--- config.mk ---
export PLATFORM = sky130hd
export DESIGN_NAME = ram_gather
export DESIGN_NICKNAME = d
export VERILOG_FILES = /design/src/rtl/ram_gather.sv
export SDC_FILE = /design/constraint.sdc
export NUM_CORES = 1
export LEC_CHECK = 0
export CAP_MARGIN = 10
export CORE_ASPECT_RATIO = 0.5
export CORE_MARGIN = 3
export CORE_UTILIZATION = 59
export DETAILED_ROUTE_END_ITERATION = 12
export MAX_ROUTING_LAYER = met4
export PLACE_DENSITY = 0.9
export SETUP_SLACK_MARGIN = 0.1
export SLEW_MARGIN = 10
export SYNTH_ARGS = -nofsm -noshare
export SYNTH_HDL_FRONTEND = slang
export SYNTH_SLANG_ARGS = --single-unit
--- constraint.sdc ---
create_clock -name clk -period 3.86 [get_ports clk]
set_input_delay 0.579 -clock clk [delete_from_list [all_inputs] [get_ports clk]]
set_output_delay 0.579 -clock clk [all_outputs]
set_load 0.05 [all_outputs]
--- src/rtl/ram_gather.sv ---
// Byte-serial load engine: fetches 1/2/4/8 bytes from a synchronous byte RAM,
// assembles them little-endian and zero/sign-extends the result to 64 bits.
module ram_gather #(
    parameter int AW = 16,
    parameter int DW = 64
) (
    input  logic          clk,
    input  logic          rst_n,
    input  logic          start,
    input  logic [1:0]    size,
    input  logic          sgn,
    input  logic [AW-1:0] addr,
    output logic [AW-1:0] ram_addr,
    output logic          ram_re,
    input  logic [7:0]    ram_q,
    output logic          busy,
    output logic          done,
    output logic [DW-1:0] q
);

    typedef enum logic [1:0] {IDLE, FETCH, DRAIN} state_t;

    state_t        state, state_n;
    logic [AW-1:0] ram_addr_n;
    logic          ram_re_n, busy_n, done_n;
    logic [DW-1:0] q_n, acc, acc_n, acc_ins;
    logic [1:0]    size_r, size_n;
    logic          sgn_r, sgn_n;
    logic [3:0]    issue, issue_n, rcv, rcv_n;
    logic [3:0]    nbytes;
    logic          rd_pend;

    function automatic logic [DW-1:0] extend(input logic [DW-1:0] v,
                                             input logic [1:0] sz,
                                             input logic s);
        case (sz)
            2'd0:    extend = {{56{s & v[7]}},  v[7:0]};
            2'd1:    extend = {{48{s & v[15]}}, v[15:0]};
            2'd2:    extend = {{32{s & v[31]}}, v[31:0]};
            default: extend = v;
        endcase
    endfunction

    assign nbytes = 4'd1 << size_r;

    always_comb begin
        acc_ins = acc;
        for (int unsigned i = 0; i < 8; i++) begin
            if (rcv[2:0] == i[2:0]) acc_ins[8*i +: 8] = ram_q;
        end
    end

    always_comb begin
        state_n    = state;
        ram_addr_n = ram_addr;
        ram_re_n   = ram_re;
        busy_n     = busy;
        done_n     = 1'b0;
        q_n        = q;
        size_n     = size_r;
        sgn_n      = sgn_r;
        issue_n    = issue;
        rcv_n      = rcv;
        acc_n      = acc;
        case (state)
            IDLE: begin
                if (start) begin
                    size_n     = size;
                    sgn_n      = sgn;
                    ram_addr_n = addr;
                    ram_re_n   = 1'b1;
                    busy_n     = 1'b1;
                    issue_n    = 4'd1;
                    rcv_n      = '0;
                    acc_n      = '0;
                    state_n    = FETCH;
                end
            end
            FETCH, DRAIN: begin
                if (state == FETCH) begin
                    if (issue < nbytes) begin
                        ram_addr_n = ram_addr + AW'(1);
                        issue_n    = issue + 4'd1;
                    end else begin
                        ram_re_n = 1'b0;
                        state_n  = DRAIN;
                    end
                end
                // rd_pend marks the edge where the byte requested two edges ago is on ram_q
                if (rd_pend && (rcv < nbytes)) begin
                    acc_n = acc_ins;
                    rcv_n = rcv + 4'd1;
                    if (rcv == nbytes - 4'd1) begin
                        q_n     = extend(acc_ins, size_r, sgn_r);
                        done_n  = 1'b1;
                        busy_n  = 1'b0;
                        state_n = IDLE;
                    end
                end
            end
            default: state_n = IDLE;
        endcase
    end

    always_ff @(posedge clk or negedge rst_n) begin
        if (!rst_n) begin
            state    <= IDLE;
            ram_addr <= '0;
            ram_re   <= 1'b0;
            busy     <= 1'b0;
            done     <= 1'b0;
            q        <= '0;
            size_r   <= '0;
            sgn_r    <= 1'b0;
            issue    <= '0;
            rcv      <= '0;
            acc      <= '0;
            rd_pend  <= 1'b0;
        end else begin
            state    <= state_n;
            ram_addr <= ram_addr_n;
            ram_re   <= ram_re_n;
            busy     <= busy_n;
            done     <= done_n;
            q        <= q_n;
            size_r   <= size_n;
            sgn_r    <= sgn_n;
            issue    <= issue_n;
            rcv      <= rcv_n;
            acc      <= acc_n;
            rd_pend  <= ram_re;
        end
    end

endmodule

## Word level (Yosys, flattened, before mapping)

Cells that the tools add are included.

| cells by class | value |
|---|---|
| add/subtract/negate cells | 4 |
| multiply operators | 0 |
| div/mod/pow operators | 0 |
| $lt $le $gt $ge | 2 |
| equality and inequality tests | 18 |
| shift-type cells | 1 |
| muxes and demuxes | 39 |
| bitwise logic cells | 3 |
| reduce and logical (&&, ||, !) cells | 12 |

Operators by type and width:

| kind | count |
|---|---|
| 64-bit case mux with 3 select lines | 1 |
| 64-bit 2-to-1 mux | 2 |
| 64-bit case mux with 2 select lines | 1 |
| 8-bit 2-to-1 mux | 8 |
| 16-bit 2-to-1 mux | 3 |
| 16-bit case mux with 2 select lines | 1 |
| 4-bit 2-to-1 mux | 5 |
| 16-bit by 1-bit adder with 16-bit output (second input constant) | 1 |
| 4-bit case mux with 2 select lines | 2 |
| 3-bit == test (second input constant) | 4 |
| 2-bit inequality test (second input constant) | 6 |
| 4-bit AND reduction | 3 |
| 2-bit 2-to-1 mux | 5 |
| 4-bit by 1-bit adder with 4-bit output (second input constant) | 2 |
| 4-bit < comparator | 2 |
| 1-bit 2-to-1 mux | 8 |
| 3-bit by 2-bit == test with 1-bit output (second input constant) | 2 |
| 3-bit AND reduction | 2 |
| 2-bit by 1-bit == test with 1-bit output (second input constant) | 2 |
| 2-bit == test (second input constant) | 2 |
| 4-bit == test | 1 |
| 2-bit zero test | 2 |
| 1-bit case mux with 2 select lines | 2 |
| 2-bit case mux with 2 select lines | 1 |
| 9 further kinds | 11 |

| word-level totals | value |
|---|---|
| flip-flop bits (word level) | 161 |
| bits in latches | 0 |
| memory bits (writable) | 0 |
| ROM bits | 0 |
| input port bits | 30 |
| output and inout bits | 83 |
| logic and storage cells | 91 |
| memories | 0 |

## Depth between registers and ports, before layout

Gate-level depths: netlist (run 1).

| logic depth | value |
|---|---|
| word-level depth | 7 |
| depth in mapped cells | 11 |
| gate-level depth less buffers | 8 |

## Worst setup path after synthesis (run 1)

Ideal clock, no wire load.

| timing | value |
|---|---|
| path kind | reg2reg |
| start point | register size_r[1] |
| end point | register acc[32] |
| setup time | 0.121 ns |
| arrival | 2.525 ns |
| data required time | 3.739 ns |
| slack | 1.214 ns |
| cell stages (with the launch flop) | 10 |
| path through | dfrtp_1 clkbuf_1 clkbuf_1 nand2_1 ha_1 o211a_4 o31ai_4 a21bo_1 buf_2 a22o_1 |

| on the way | value |
|---|---|
| cells in the longest elaborated chain, start to end | 5 |

Ends and longest elaborated chain:

| item | RTL line | text |
|---|---|---|
| from (decl) | 27 | `logic [1:0] size_r, size_n;` |
| from (signal assigned) | 126 | `size_r <= size_n;` |
| 1-bit by 2-bit left shift with 4-bit output | 44 | `assign nbytes = 4'd1 << size_r;` |
| 4-bit < comparator | 90 | `if (rd_pend && (rcv < nbytes)) begin` |
| 1-bit logical AND | 90 |  |
| 2-bit inequality test (no source line) | -- |  |
| 3-bit AND reduction (no source line) | -- |  |
| to (signal assigned) | 130 | `acc <= acc_n;` |
| to (decl) | 26 | `logic [DW-1:0] q_n, acc, acc_n, acc_ins;` |

Every way passes these cells.
A chain may end at the register's enable or synchronous reset.

## Worst setup path after layout (run 1)

| timing | value |
|---|---|
| start point | register size_r[0] |
| end point | register q[21] |

| on the way | value |
|---|---|
| cells in the longest elaborated chain, start to end | 4 |

Ends and longest elaborated chain:

| item | RTL line | text |
|---|---|---|
| 1-bit by 2-bit left shift with 4-bit output | 44 |  |
| 4-bit by 1-bit subtractor with 4-bit output or 4-bit < comparator (tied branches) | 93, 90 |  |
| 4-bit == test or 1-bit logical AND (tied branches) | 93, 90 |  |
| 3-bit AND reduction (no source line) | -- |  |
| to (signal assigned) | 125 | `q <= q_n;` |
| to (decl) | 18 | `output logic [DW-1:0] q` |

Several ways; a longest one is shown, not always the timed one.

==> results of run 1 <==
synthesized netlist by cell type (3+ instances only):
cell / n
sky130_fd_sc_hd__nand3_1: 38
sky130_fd_sc_hd__a31o_1: 3
sky130_fd_sc_hd__o21a_1: 9
sky130_fd_sc_hd__ha_1: 19
sky130_fd_sc_hd__nor2_1: 39
sky130_fd_sc_hd__buf_2: 26
sky130_fd_sc_hd__a22o_1: 41
sky130_fd_sc_hd__nand2_1: 54
sky130_fd_sc_hd__nor2_4: 3
sky130_fd_sc_hd__nor2b_1: 5
sky130_fd_sc_hd__o22ai_1: 9
sky130_fd_sc_hd__nand2b_1: 5
sky130_fd_sc_hd__and2_1: 5
sky130_fd_sc_hd__a311oi_1: 3
sky130_fd_sc_hd__a31oi_1: 19
sky130_fd_sc_hd__o21ai_1: 59
sky130_fd_sc_hd__nand4_1: 6
sky130_fd_sc_hd__mux2_2: 19
sky130_fd_sc_hd__a21oi_1: 29
sky130_fd_sc_hd__mux2i_1: 53
sky130_fd_sc_hd__dfrtp_1: 161
sky130_fd_sc_hd__a21bo_1: 3
sky130_fd_sc_hd__buf_4: 3
sky130_fd_sc_hd__o22a_1: 32
sky130_fd_sc_hd__clkbuf_1: 30
sky130_fd_sc_hd__nor3_1: 7
sky130_fd_sc_hd__inv_1: 8
sky130_fd_sc_hd__o211ai_1: 12
sky130_fd_sc_hd__o21ai_0: 11
sky130_fd_sc_hd__and4_1: 3
power by group through the flow:
stage	registers, mW	clock network, mW	logic [mW]
2_1_floorplan	4.28	0	2.55
3_3_place_gp	2.85	0	5.42
3_5_place_dp	2.87	0	5.59
4_1_cts	2.86	1.78	5.66
5_1_grt	2.96	1.86	6.04
6_report	2.87	1.78	5.67
per-layer routing:
layer,vias to the layer above,share of wire [%],global-route usage (%)
met4,0,3.2,13.8
met2,322,48,50.0
met3,70,7.1,5.80
li1,2967,-,-
met5,-,0,-
met1,3300,42,38.3
kinds of logic (layout without fill, tap and decap cells):
group                      after synthesis  in the layout  share of synthesized area (%)
AOI/OAI and AO/OA                      251            251                           22.3
and+or+nand+nor                        178            178                           10.9
DFF                                    161            161                           50.0
muxes                                   74             74                           9.57
buffers and inverters                   71            164                           3.96
adders and majority gates               19             19                           2.95
xor gates and xnor gates                 3              3                          0.326
critical path, cell delays in order (launching register included):
cell and delay, ns:
sky130_fd_sc_hd__dfrtp_1 0.51, sky130_fd_sc_hd__nor2_2 0.38, sky130_fd_sc_hd__ha_1 0.24, sky130_fd_sc_hd__nor2b_1 0.08
sky130_fd_sc_hd__o211ai_1 0.25, sky130_fd_sc_hd__and4_4 0.64, sky130_fd_sc_hd__buf_4 0.43, sky130_fd_sc_hd__nor2_1 0.09
sky130_fd_sc_hd__a31oi_1 0.21
registers in the layout (all words and copies together) (netlist names), 2 cells and up:
register	count
acc	64
issue	4
q	64
ram_addr	16
rcv	4
size_r	2
state	2
layout make-up:
cell class	count	area (µm²)	share of cell area [%]
Inverter	8	30.0	0.306
Sequential cell	161	4030	41.0
Clock buffer	19	453	4.61
Tap cell	170	213	2.16
Timing Repair Buffer	124	1240	12.6
Clock inverter	13	161	1.64
Multi-Input combinational cell	525	3700	37.7
metrics by stage:
step	power (mW)	instances	setup slack (ns)	instance area (µm²)
floorplan	6.83	757	1.21	8050
global placement	8.27	988	1.05	9210
detailed placement	8.46	988	0.980	9210
CTS	10.3	1020	0.954	9830
global route	10.9	1020	0.656	9830
finish	10.3	1020	0.905	9830
worst max path at each step:
stage | start | end | slack [ns] | cells past startpoint
3_5_place_dp | ram_q[7] | q[60] | 0.98 | 6
5_1_grt | size_r[0] | q[21] | 0.66 | 7
6_report | size_r[0] | q[21] | 0.91 | 8
2_1_floorplan | size_r[1] | acc[32] | 1.21 | 9
4_1_cts | size_r[0] | q[25] | 0.95 | 8
3_3_place_gp | ram_q[7] | q[49] | 1.05 | 6
==> out/summary.txt, run 1 <==
GLOBAL ROUTE
----------------------------------------------------------------------------------
GRT Overall Usage ...................................................        30.8%
Maximum number of pins on one net before global-route repair ........           89
Antenna violations before repair ....................................            0
Global-route wire length before repair ..............................     35300 µm
Remaining global-route overflow .....................................            0
Vias in the first global route ......................................         6736

OUTCOME
----------------------------------------------------------------------------------
Result of the run ...................................................    completed

STA
----------------------------------------------------------------------------------
Post-Route Setup TNS ................................................         0 ns
Worst max-slew margin expressed relative to the limit ...............        38.6%
Number of pins exceeding their max-slew limit in the final report ...            0
Share of the clock period used by the worst path ....................        76.5%
Final min period ....................................................      2.95 ns
Total of endpoints with negative setup slack in the final report ....            0
Worst-case clock skew ...............................................    0.0109 ns
Hold slack final ....................................................     0.189 ns
Measured slew at the worst slew-check pin ...........................     0.920 ns
Final Hold Viols ....................................................            0
Unrepaired setup endpoints after global routing .....................           no
Max Clk Rate ........................................................      338 MHz

PWR
----------------------------------------------------------------------------------
Internal power component ............................................      5.33 mW
Sw power ............................................................      4.99 mW
Share of power burned in combinational logic ........................        54.9%
P_leak ..............................................................      4.25 nW
Pwr per Cell Area ...................................................  1050 mW/mm²
Fraction of power consumed by the clock network .....................        17.2%
Switching Share .....................................................        48.4%
Worst-case vdd ir drop ..............................................   0.000569 V
Share of total power in sequential cells ............................        27.9%

FINISH
----------------------------------------------------------------------------------
Fin util ............................................................        75.7%
Total number of nets in the final design ............................          886
Area growth from synthesis to layout ................................        22.1%
Most common cell after layout, fill and taps aside .................. sky130_fd_sc_hd__dfrtp_1
Fillcell total ......................................................          814
Top library cells by usage in the layout, fill and taps aside ....... 161 x sky130_fd_sc_hd__dfrtp_1, 111 x sky130_fd_sc_hd__clkdlybuf4s50_1, 59 x sky130_fd_sc_hd__o21ai_1
ANT cells ...........................................................            0
Share of final-layout standard cells stronger than drive strength 1 .        10.1%

DIE
----------------------------------------------------------------------------------
Boundary pin count ..................................................          113
Die height ..........................................................      88.6 µm
Core box area .......................................................   0.0130 mm²
Number of rows in the core area .....................................           29
DIE AREA ............................................................   0.0152 mm²
Initial core utilization ............................................        62.0%
Width of the die ....................................................       171 µm

LOGIC SYNTHESIS
----------------------------------------------------------------------------------
Total of flip-flops plus latches after synthesis ....................          161
Biggest area consumer among synthesized cells ....................... sky130_fd_sc_hd__dfrtp_1
Post-synthesis average cell area ....................................     10.6 µm²
Top post-synthesis cells by area .................................... sky130_fd_sc_hd__dfrtp_1 50%, sky130_fd_sc_hd__mux2i_1 6.6%, sky130_fd_sc_hd__a22o_1 4.5%
Synthesis warning total .............................................            0
Synthesized Nets ....................................................          806
Cell area after synthesis ...........................................  0.00805 mm²
Portion of the post-synthesis area used by sequential elements ......        50.0%
Number of unique standard cell types used by synthesis ..............           64
Number of flops mapped to enable cells by yosys .....................            0
Ys flop type ........................................................ sky130_fd_sc_hd__dfrtp_1
Synth Instances .....................................................          757
Share of the synthesized area in the top cell type ..................        50.0%
Async set-reset flop share out of synthesis .........................         100%

CLOCKING
----------------------------------------------------------------------------------
Post-CTS setup buffers ..............................................            0
Clock buffer depth ..................................................            2
Clock Latency Late Sink .............................................      0.44 ns
Clock tree root buffer cell ......................................... sky130_fd_sc_hd__clkbuf_16
Clk pin slew, worst setup/hold paths ................................      0.07 ns
Number of clock sinks ...............................................          161
TritonCTS clock tree ................................................         done
Post-cts repair resize count ........................................            0
Hold_buf cts ........................................................            0
Level count of the clock H-tree .....................................            4
Number of buffers inserted during clock tree synthesis ..............           17

WORST SETUP PATH
----------------------------------------------------------------------------------
Worst EP required ...................................................      4.20 ns
Endpoint kind of the worst setup timing path ........................         flop
Worst reg2reg path startpoint .......................................    size_r[0]
Destination of the worst register-to-register timing path ...........        q[21]
Critical path data arrival time .....................................      3.30 ns
Worst setup path category ...........................................      reg2reg
Critical path launch point type .....................................         flop
R2R depth ...........................................................            8
Maximum fanout count along the critical path ........................           52
Worst R2R Setup Slack ...............................................      0.91 ns

ROUTE
----------------------------------------------------------------------------------
Mean number of vias per cell ........................................         6.53
Vias after detailed routing .........................................         6659
DR iter-0 viols .....................................................          662
Number of optimization iterations in the first detailed-route pass ..            5
Average detailed-routed wire length per instance ....................      21.0 µm
Antenna viol nets, final ............................................            0
Final WL ............................................................     21400 µm
Number of design rule violations left after detail routing ..........            0

PLACE
----------------------------------------------------------------------------------
Buffers on Ports ....................................................          112
Gpl congestion ......................................................        0.915
Half-perimeter wire length of the detailed placement result .........     13000 µm

RUN
----------------------------------------------------------------------------------
Max cap viols .......................................................            0

MIN PATH
----------------------------------------------------------------------------------
Class of the most critical hold timing path .........................     in2async

Note: power is estimated with default switching activity, not from simulation.
==> inputs of run 2 (changes only) <==
--- a/config.mk
+++ b/config.mk
@@ -8,10 +8,10 @@
 export CAP_MARGIN = 10
 export CORE_ASPECT_RATIO = 0.5
 export CORE_MARGIN = 3
-export CORE_UTILIZATION = 59
+export CORE_UTILIZATION = 55
 export DETAILED_ROUTE_END_ITERATION = 12
 export MAX_ROUTING_LAYER = met4
-export PLACE_DENSITY = 0.9
+export PLACE_DENSITY = 0.85
 export SETUP_SLACK_MARGIN = 0.1
 export SLEW_MARGIN = 10
 export SYNTH_ARGS = -nofsm -noshare
==> constraint.sdc (replaced) <==
create_clock -name clk -period 3.05 [get_ports clk]
set_input_delay 0.4575 -clock clk [delete_from_list [all_inputs] [get_ports clk]]
set_output_delay 0.4575 -clock clk [all_outputs]
set_load 0.05 [all_outputs]
==> run 2 against run 1 <==
Wire length is 7.7% lower. Clock-buffer cell count down 1. Via count fell by 2.9%. Critical path type unchanged. First-iteration DRC count shrank 29%. Flip-flop and latch count unchanged. The flow now finishes with violations (negative hold slack). Clock skew fell by 0.0020 ns. Total power up 23%. Highest routed layer unchanged.
==> out/summary.txt, run 2 (synthesis results as in run 1) <==
OUTCOME
----------------------------------------------------------------------------------
Result of the run ................................................... finished with violations   was completed
Failing checks ...................................................... negative hold slack

WORST SETUP PATH
----------------------------------------------------------------------------------
Endpoint kind of the worst setup timing path ........................         flop   unchanged
Critical path launch point type .....................................         flop   unchanged
Cells along the critical path ....................................... nor2_2 -> ha_1 -> nor2b_1 -> o211a_4 -> or3_1 -> buf_4 -> o21ai_4 -> a22o_1   was nor2_2 -> ha_1 -> nor2b_1 -> o211ai_1 -> and4_4 -> buf_4 -> nor2_1 -> a31oi_1
Worst EP required ...................................................      3.40 ns   was 4.20 ns
Destination of the worst register-to-register timing path ...........       acc[3]   was q[21]
Total number of cells along the worst setup path ....................            8   unchanged
Crit-path leading delay family ...................................... simple AND/OR/NAND/NOR gates   unchanged
Maximum fanout count along the critical path ........................           26   was 52
Slowest stage cell, crit path ....................................... sky130_fd_sc_hd__dfrtp_1   was sky130_fd_sc_hd__and4_4
CP max stage delay ..................................................      0.54 ns   was 0.64 ns
Critical path data arrival time .....................................      3.02 ns   was 3.30 ns
Worst reg2reg path startpoint .......................................    size_r[0]   unchanged
R2R depth ...........................................................            8   unchanged
Worst R2R Setup Slack ...............................................      0.38 ns   was 0.91 ns
Number of buffers and inverters on the critical path ................            1   unchanged
Worst setup path category ...........................................      reg2reg   unchanged

ROUTE
----------------------------------------------------------------------------------
Average detailed-routed wire length per instance ....................      18.9 µm   was 21.0 µm
DR iter-0 viols .....................................................          472   was 662
Vias after detailed routing .........................................         6464   was 6659
Number of optimization iterations in the first detailed-route pass ..            4   was 5
Final WL ............................................................     19800 µm   was 21400 µm
Number of design rule violations left after detail routing ..........            0   unchanged
Mean number of vias per cell ........................................         6.16   was 6.53
Antenna viol nets, final ............................................            0   unchanged

PLACE
----------------------------------------------------------------------------------
Worst slack, placed .................................................     0.424 ns   was 0.980 ns
Buffers on Ports ....................................................          112   unchanged
Gpl congestion ......................................................        0.901   was 0.915
Half-perimeter wire length of the detailed placement result .........     13100 µm   was 13000 µm

RUN
----------------------------------------------------------------------------------
Max cap viols .......................................................            0   unchanged

STA
----------------------------------------------------------------------------------
Number of pins exceeding their max-slew limit in the final report ...            0   unchanged
Unrepaired setup endpoints after global routing .....................           no   unchanged
Final min period ....................................................      2.67 ns   was 2.95 ns
Post-Route Setup TNS ................................................         0 ns   unchanged
Max Clk Rate ........................................................      374 MHz   was 338 MHz
Worst-case clock skew ...............................................   0.00885 ns   was 0.0109 ns
Measured slew at the worst slew-check pin ...........................     0.852 ns   was 0.920 ns
Share of the clock period used by the worst path ....................        87.6%   was 76.5%
Hold slack final ....................................................   -0.0124 ns   was 0.189 ns
Total of endpoints with negative setup slack in the final report ....            0   unchanged
Worst max-slew margin expressed relative to the limit ...............        43.0%   was 38.6%
Final Hold Viols ....................................................           22   was 0
Post-layout worst setup margin ......................................     0.379 ns   was 0.905 ns

DIE
----------------------------------------------------------------------------------
Boundary pin count ..................................................          113   unchanged
Width of the die ....................................................       177 µm   was 171 µm
Initial core utilization ............................................        57.8%   was 62.0%
Core box area .......................................................   0.0139 mm²   was 0.0130 mm²
Die height ..........................................................      91.6 µm   was 88.6 µm
Number of rows in the core area .....................................           30   was 29
DIE AREA ............................................................   0.0162 mm²   was 0.0152 mm²

CLOCKING
----------------------------------------------------------------------------------
Number of clock sinks ...............................................          161   unchanged
Clock tree root buffer cell ......................................... sky130_fd_sc_hd__clkbuf_16   unchanged
Level count of the clock H-tree .....................................            4   unchanged
Post-CTS setup buffers ..............................................            0   unchanged
Clock buffer depth ..................................................            2   unchanged
Number of buffers inserted during clock tree synthesis ..............           17   unchanged
Post-cts repair resize count ........................................            0   unchanged
Hold_buf cts ........................................................            0   unchanged
TritonCTS clock tree ................................................         done   unchanged
Clock Latency Late Sink .............................................      0.42 ns   was 0.44 ns
Clk pin slew, worst setup/hold paths ................................      0.07 ns   about the same

FINISH
----------------------------------------------------------------------------------
Footprint of the multi-input gates ..................................  0.00370 mm²   unchanged
Area growth from synthesis to layout ................................        22.1%   about the same
ANT cells ...........................................................            0   unchanged
Sequential cell area in the final layout ............................  0.00403 mm²   unchanged
Total number of nets in the final design ............................          893   was 886
Fillcell total ......................................................          990   was 814
Share of final-layout standard cells stronger than drive strength 1 .        10.7%   was 10.1%
Top library cells by usage in the layout, fill and taps aside ....... 161 x sky130_fd_sc_hd__dfrtp_1, 111 x sky130_fd_sc_hd__clkdlybuf4s50_1, 59 x sky130_fd_sc_hd__o21ai_1   unchanged
Registers with the highest flip-flop counts ......................... acc: 64 flops, q: 64 flops, ram_addr: 16 flops   unchanged
Most common cell after layout, fill and taps aside .................. sky130_fd_sc_hd__dfrtp_1   unchanged

PWR
----------------------------------------------------------------------------------
Pwr per Cell Area ...................................................  1290 mW/mm²   was 1050 mW/mm²
P_leak ..............................................................      4.24 nW   was 4.25 nW
Worst-case vdd ir drop ..............................................   0.000777 V   was 0.000569 V

GLOBAL ROUTE
----------------------------------------------------------------------------------
Maximum number of pins on one net before global-route repair ........           71   was 89
Vias in the first global route ......................................         6444   was 6736
Antenna violations before repair ....................................            0   unchanged
GRT Overall Usage ...................................................        26.1%   was 30.8%
Global-route wire length before repair ..............................     33300 µm   was 35300 µm
Remaining global-route overflow .....................................            0   unchanged

MIN PATH
----------------------------------------------------------------------------------
Class of the most critical hold timing path .........................     in2async   unchanged

[run 2: per-stage QoR]
stage / hold WS, ns / instances / utilization [%] / area (µm²) / power, mW
after detailed placement: 0.412 / 1017 / 66.7 / 9290 / 10.7
after CTS: 0.00152 / 1049 / 70.6 / 9830 / 12.7
final: -0.0124 / 1049 / 70.6 / 9830 / 12.7
after floorplan: 0.162 / 757 / - / 8050 / 8.64
after global routing: 0.0135 / 1049 / 70.6 / 9830 / 13.4
after global placement: 0.398 / 1017 / 66.7 / 9290 / 10.5
[run 2: cell type report]
type | instances | area share (%)
flip-flops and latches | 161 | 41.0
multi-input cells | 525 | 37.7
repair buffers | 131 | 13.1
clock buffers | 18 | 4.37
well taps | 192 | 2.44
clock inverters | 14 | 1.09
inverters | 8 | 0.305
[run 2: metal layers]
layer	vias up	wire length, µm	track usage [%]
met5	-	0	-
li1	2984	-	-
met3	32	1180	4.68
met4	0	340	8.23
met2	234	9380	39.8
met1	3214	8870	35.7
[run 2: worst max-delay path by stage]
stage	from	endpoint	slack [ns]
6_report	size_r[0]	acc[3]	0.38
5_1_grt	size_r[0]	acc[3]	0.20
4_1_cts	size_r[0]	acc[3]	0.38
3_5_place_dp	size_r[0]	acc[21]	0.42
3_3_place_gp	size_r[0]	acc[16]	0.46
2_1_floorplan	size_r[1]	acc[32]	0.40
[run 2: power by group]
| group | leakage [nW] | switching (mW) | internal [mW] | total, mW |
|---|---|---|---|---|
| Sequential | 2.05 | 0.670 | 2.94 | 3.61 |
| Combinational | 1.93 | 4.56 | 2.55 | 7.12 |
| Clock | 0.257 | 0.904 | 1.05 | 1.96 |
| Total | 4.24 | 6.14 | 6.55 | 12.7 |
[run 2: worst reg2reg max path, stage by stage (launching register included)]
cell                      delay (ns)
sky130_fd_sc_hd__dfrtp_1        0.54
sky130_fd_sc_hd__nor2_2         0.41
sky130_fd_sc_hd__ha_1           0.24
sky130_fd_sc_hd__nor2b_1        0.07
sky130_fd_sc_hd__o211a_4        0.26
sky130_fd_sc_hd__or3_1          0.36
sky130_fd_sc_hd__buf_4          0.25
sky130_fd_sc_hd__o21ai_4        0.29
sky130_fd_sc_hd__a22o_1         0.19
